**config.mk**
```make
export PLATFORM = sky130hd
export DESIGN_NAME = axi4_lite_slave_regs
export DESIGN_NICKNAME = d
export VERILOG_FILES = /design/src/rtl/axi4_lite_slave_regs.sv
export SDC_FILE = /design/constraint.sdc
export NUM_CORES = 1
export LEC_CHECK = 0
export BUFFER_PORTS_ARGS = -buffer_cell sky130_fd_sc_hd__buf_2
export CELL_PAD_IN_SITES_DETAIL_PLACEMENT = 2
export CELL_PAD_IN_SITES_GLOBAL_PLACEMENT = 2
export CORE_AREA = 2 2 256 258
export DETAILED_ROUTE_END_ITERATION = 12
export DIE_AREA = 0 0 258 260
export PLACE_DENSITY = 0.78
export SLEW_MARGIN = 20
export SYNTH_ARGS = -nofsm -noshare
export SYNTH_HDL_FRONTEND = slang
export SYNTH_SLANG_ARGS = --single-unit
```
**constraint.sdc**
```tcl
create_clock -name ACLK -period 3.9 [get_ports ACLK]
set_input_delay 0.195 -clock ACLK [delete_from_list [all_inputs] [get_ports ACLK]]
set_output_delay 0.195 -clock ACLK [all_outputs]
set_load 0.05 [all_outputs]
```
**src/rtl/axi4_lite_slave_regs.sv**
```systemverilog
// AXI4-Lite slave register bank: NUM_REGS word-indexed 32-bit registers with
// byte-strobe writes, independent write and read FSMs, OKAY/SLVERR responses.
module axi4_lite_slave_regs #(
    parameter int ADDR_WIDTH = 32,
    parameter int DATA_WIDTH = 32,
    parameter int NUM_REGS   = 16
) (
    input  logic                    ACLK,
    input  logic                    ARESETN,
    input  logic [ADDR_WIDTH-1:0]   AWADDR,
    input  logic                    AWVALID,
    output logic                    AWREADY,
    input  logic [DATA_WIDTH-1:0]   WDATA,
    input  logic [DATA_WIDTH/8-1:0] WSTRB,
    input  logic                    WVALID,
    output logic                    WREADY,
    output logic [1:0]              BRESP,
    output logic                    BVALID,
    input  logic                    BREADY,
    input  logic [ADDR_WIDTH-1:0]   ARADDR,
    input  logic                    ARVALID,
    output logic                    ARREADY,
    output logic [DATA_WIDTH-1:0]   RDATA,
    output logic [1:0]              RRESP,
    output logic                    RVALID,
    input  logic                    RREADY
);

    localparam int IDX_W  = $clog2(NUM_REGS);
    localparam int STRB_W = DATA_WIDTH / 8;
    localparam logic [1:0] RESP_OKAY   = 2'b00;
    localparam logic [1:0] RESP_SLVERR = 2'b10;

    typedef enum logic {W_IDLE, W_RESP} wstate_t;
    typedef enum logic {R_IDLE, R_DATA} rstate_t;

    logic [DATA_WIDTH-1:0] r_regs [NUM_REGS];

    wstate_t               r_wstate;
    logic                  r_awready;
    logic                  r_wready;
    logic                  r_aw_held;
    logic                  r_w_held;
    logic [ADDR_WIDTH-1:0] r_aw_addr;
    logic [DATA_WIDTH-1:0] r_wdata;
    logic [STRB_W-1:0]     r_wstrb;
    logic                  r_bvalid;
    logic [1:0]            r_bresp;

    rstate_t               r_rstate;
    logic                  r_arready;
    logic                  r_rvalid;
    logic [DATA_WIDTH-1:0] r_rdata;
    logic [1:0]            r_rresp;

    logic                  w_aw_hs;
    logic                  w_w_hs;
    logic                  w_wr_fire;
    logic [ADDR_WIDTH-1:0] w_wr_addr;
    logic [DATA_WIDTH-1:0] w_wr_data;
    logic [STRB_W-1:0]     w_wr_strb;
    logic                  w_wr_ok;
    logic [IDX_W-1:0]      w_wr_idx;
    logic                  w_ar_hs;
    logic                  w_rd_ok;
    logic [IDX_W-1:0]      w_rd_idx;

    // A held channel stands in for the live one; the write fires once both are present.
    assign w_aw_hs   = AWVALID & r_awready;
    assign w_w_hs    = WVALID & r_wready;
    assign w_wr_addr = r_aw_held ? r_aw_addr : AWADDR;
    assign w_wr_data = r_w_held ? r_wdata : WDATA;
    assign w_wr_strb = r_w_held ? r_wstrb : WSTRB;
    assign w_wr_fire = (r_wstate == W_IDLE) & (r_aw_held | w_aw_hs) & (r_w_held | w_w_hs);
    assign w_wr_ok   = (w_wr_addr < ADDR_WIDTH'(NUM_REGS));
    assign w_wr_idx  = w_wr_addr[IDX_W-1:0];

    assign w_ar_hs   = ARVALID & r_arready;
    assign w_rd_ok   = (ARADDR < ADDR_WIDTH'(NUM_REGS));
    assign w_rd_idx  = ARADDR[IDX_W-1:0];

    assign AWREADY = r_awready;
    assign WREADY  = r_wready;
    assign BVALID  = r_bvalid;
    assign BRESP   = r_bresp;
    assign ARREADY = r_arready;
    assign RVALID  = r_rvalid;
    assign RDATA   = r_rdata;
    assign RRESP   = r_rresp;

    // Register storage: byte-masked update on an in-range write; out-of-range writes are dropped.
    always_ff @(posedge ACLK or negedge ARESETN) begin
        if (!ARESETN) begin
            for (int i = 0; i < NUM_REGS; i++) begin
                r_regs[i] <= '0;
            end
        end else if (w_wr_fire && w_wr_ok) begin
            for (int b = 0; b < STRB_W; b++) begin
                if (w_wr_strb[b]) begin
                    r_regs[w_wr_idx][8*b +: 8] <= w_wr_data[8*b +: 8];
                end
            end
        end
    end

    // Write FSM: capture AW and W in either order, respond, then wait for BREADY.
    always_ff @(posedge ACLK or negedge ARESETN) begin
        if (!ARESETN) begin
            r_wstate  <= W_IDLE;
            r_awready <= 1'b0;
            r_wready  <= 1'b0;
            r_aw_held <= 1'b0;
            r_w_held  <= 1'b0;
            r_aw_addr <= '0;
            r_wdata   <= '0;
            r_wstrb   <= '0;
            r_bvalid  <= 1'b0;
            r_bresp   <= RESP_OKAY;
        end else begin
            case (r_wstate)
                W_IDLE: begin
                    if (w_wr_fire) begin
                        r_bvalid  <= 1'b1;
                        r_bresp   <= w_wr_ok ? RESP_OKAY : RESP_SLVERR;
                        r_aw_held <= 1'b0;
                        r_w_held  <= 1'b0;
                        r_awready <= 1'b0;
                        r_wready  <= 1'b0;
                        r_wstate  <= W_RESP;
                    end else begin
                        if (w_aw_hs) begin
                            r_aw_held <= 1'b1;
                            r_aw_addr <= AWADDR;
                            r_awready <= 1'b0;
                        end else if (!r_aw_held) begin
                            r_awready <= 1'b1;
                        end
                        if (w_w_hs) begin
                            r_w_held  <= 1'b1;
                            r_wdata   <= WDATA;
                            r_wstrb   <= WSTRB;
                            r_wready  <= 1'b0;
                        end else if (!r_w_held) begin
                            r_wready  <= 1'b1;
                        end
                    end
                end
                W_RESP: begin
                    if (BREADY) begin
                        r_bvalid  <= 1'b0;
                        r_awready <= 1'b1;
                        r_wready  <= 1'b1;
                        r_wstate  <= W_IDLE;
                    end
                end
            endcase
        end
    end

    // Read FSM: register data/response on the AR handshake, hold until RREADY.
    always_ff @(posedge ACLK or negedge ARESETN) begin
        if (!ARESETN) begin
            r_rstate  <= R_IDLE;
            r_arready <= 1'b0;
            r_rvalid  <= 1'b0;
            r_rdata   <= '0;
            r_rresp   <= RESP_OKAY;
        end else begin
            case (r_rstate)
                R_IDLE: begin
                    if (w_ar_hs) begin
                        r_rvalid  <= 1'b1;
                        r_rdata   <= w_rd_ok ? r_regs[w_rd_idx] : '0;
                        r_rresp   <= w_rd_ok ? RESP_OKAY : RESP_SLVERR;
                        r_arready <= 1'b0;
                        r_rstate  <= R_DATA;
                    end else begin
                        r_arready <= 1'b1;
                    end
                end
                R_DATA: begin
                    if (RREADY) begin
                        r_rvalid  <= 1'b0;
                        r_arready <= 1'b1;
                        r_rstate  <= R_IDLE;
                    end
                end
            endcase
        end
    end

endmodule
```
==> out/metrics.cfg <==
[status]
status=finished, final reports clean

[power_and_ir_drop]
vdd_drop_max_v=0.0003004
powerDensity_nw_per_um2=500.2
power_frac_clock_pct=41.6
switchingPower_mw=5.339
switching_share_pct=30.75
p_int_mw=12.02
leakagePower_nw=15.84
seqPwrFrac_pct=41.9
share_comb_of_total_power_pct=16.5

[yosys]
syn_area_um2=29240
yosysWarnings=0
syn_avg_cell_area_um2=16.22
synth-seq-cells=623
syn_inst=1803
ys_async_sr_fraction_pct=100.0
ys_seq_area_share_pct=53.32
synth_enable_flop_cells=0
yosys-top-cells-area=dfrtp_1, mux2_2, mux4_2
yosys.area.top_type=dfrtp_1
yosysUniqueCellTypes=34
synth_top_area_share_pct=53.32
synth_ff_type=dfrtp_1

[final_layout]
layout-drive-gt1-share_pct=55.32
syn2layout_area_growth_pct=18.71
fin_cells=2991
layout.nets=2187
layout_commonest_cell=dfrtp_1
mostFrequentLayoutCells=dfrtp_1, mux2_2, buf_2, mux4_2, buf_4

[worst_setup_path]
end_kind=flop
arrival_ps=4090
worstPathMaxFanout=50
critPathRequiredTime_ps=4410
worstSetupPathType=reg2reg
startpoint_type=flop

[clocking]
clk_pin_slew_ps=70
cts_hold_buffers=71
clock_sinks=623
postCtsSetupBuffers=0
htreeDepth=3
cts-buffers-inserted=70
clk_path_buf_depth=3
cts_tree=done
insertion_delay_ps=640
root_buffer=clkbuf_16
cts_resized=0

[timing]
fin_crit_ps=3580
max_slew_margin_pct=25.96
tightest_slew_ps=1111
drv_slew=0
hold_viol_final=0
setup_viol=0
max_freq_mhz=279.3
rsz0062_at_grt=no
fin_tns_setup_ps=0
clock_skew_ps=37.29
fin_crit_sh_pct=91.80

[flow_run]
cap_violations=0

[global_route]
grt_pass1_vias=22350
grt_max_degree=111
grt_first_pass_wirelength_um=157700
grt_usage_pct=32.10
antenna_found_initial=3
overflow=0

[routing]
dr_total_vias=18860
wl_met2_um=54360
wl_per_cell_um=35.10
drtIter0Drc=1160
postRouteAntennaNets=0
dr.max_layer_used=met4
avgViaCountPerCell=6.304
m1WireLength_um=40100
drtPass1Iterations=6
drt-total-wl_um=105000
drc=0
wl_met3_um=5321

[hold_path]
hp-class=in2reg

[floorplanning]
start_util_pct=45.60
core_um2=64120
ios=148
dieWidth_um=258
num_rows=93
die-area_um2=67080
die_h_um=260

[place]
dp_cells=2792
numPortBuffers=145
dp_hpwl_um=53750
gp_congestion=0.7716

[registers in the layout (all words and copies together) (netlist names), 4 cells and up]
register and flops:
RDATA 32, r_aw_addr 32, r_wstrb 4, r_wdata 32, r_regs 512
[critical path: stages (launching register included)]
cell and delay, ps:
dfrtp_1 510, or4b_1 510, nor3_1 270, nand4_1 310
buf_12 340, buf_4 320, a2111oi_4 390, buf_4 310
mux2_2 400
[power groups by stage]
| stage | sequential, mW | clock (mW) | combinational (mW) |
|---|---|---|---|
| 2_1_floorplan | 7.22 | 0 | 1.66 |
| 3_3_place_gp | 7.24 | 0 | 2.44 |
| 3_5_place_dp | 7.30 | 0 | 2.59 |
| 4_1_cts | 7.21 | 7.17 | 2.72 |
| 5_1_grt | 7.30 | 7.53 | 3.01 |
| 6_report | 7.27 | 7.23 | 2.86 |
[Yosys cell counts, types with 8 or more instances]
cell type  instances
nand2_1           66
dfrtp_1          623
nor2_1            13
buf_1             14
buf_2              9
mux4_2           128
mux2_2           610
buf_6             10
clkbuf_1          81
nor4_1            15
buf_4              9
inv_1              8
a22o_1            32
a22oi_1           64
a2111oi_4         64
[cell type report]
type                    instances  area [um^2]
diodes                          3        7.507
clock buffers                 105         2138
clock inverters                20        304.0
fillers                      5574        29410
inverters                       8        30.03
multi-input cells            1050        13090
flip-flops and latches        623        15590
well taps                     855         1070
repair buffers                327         2479
[per-layer routing]
metal | up-vias | track usage, %
li1 | 7451 | -
met5 | - | 0
met1 | 10340 | 38.12
met3 | 299 | 5.643
met2 | 769 | 56.12
met4 | 0 | 16.46
[kinds of logic after synthesis]
logic type | after synthesis | share of synthesized area, %
AO/OA/AOI/OAI | 185 | 9.205
buffers and inverters | 131 | 2.093
flip-flops | 623 | 53.32
multiplexers | 740 | 33.42
other | 1 | 0.01283
AND/OR/NAND/NOR | 123 | 1.943
[worst paths after layout]
path / from / cells after the start / endpoint / slack, ps
worst max-delay path: r_aw_held / 8 / r_regs[195] / 320
worst min-delay path: AWVALID / 4 / AWREADY / 60
worst max register to register: r_aw_held / 8 / r_regs[195] / 320
worst min register to register: RVALID / 2 / RVALID / 500
max in group asynchronous: ARESETN / 3 / RDATA[12] / 2470
min in group asynchronous: ARESETN / 2 / RDATA[28] / 220
[stage by stage]
stage	util [%]	power (mW)	instance area, um^2	setup WS, ps	hold slack [ps]
finish	54.13	17.36	34710	319.9	62.89
global route	54.13	17.84	34710	336.0	115.9
CTS	54.12	17.10	34700	539.3	14.76
detailed placement	49.20	9.891	31550	589.4	361.4
global placement	49.20	9.682	31550	707.2	342.1
floorplan	-	8.880	29240	1091	-100.6
No activity file was read; power rests on OpenSTA's default activity.
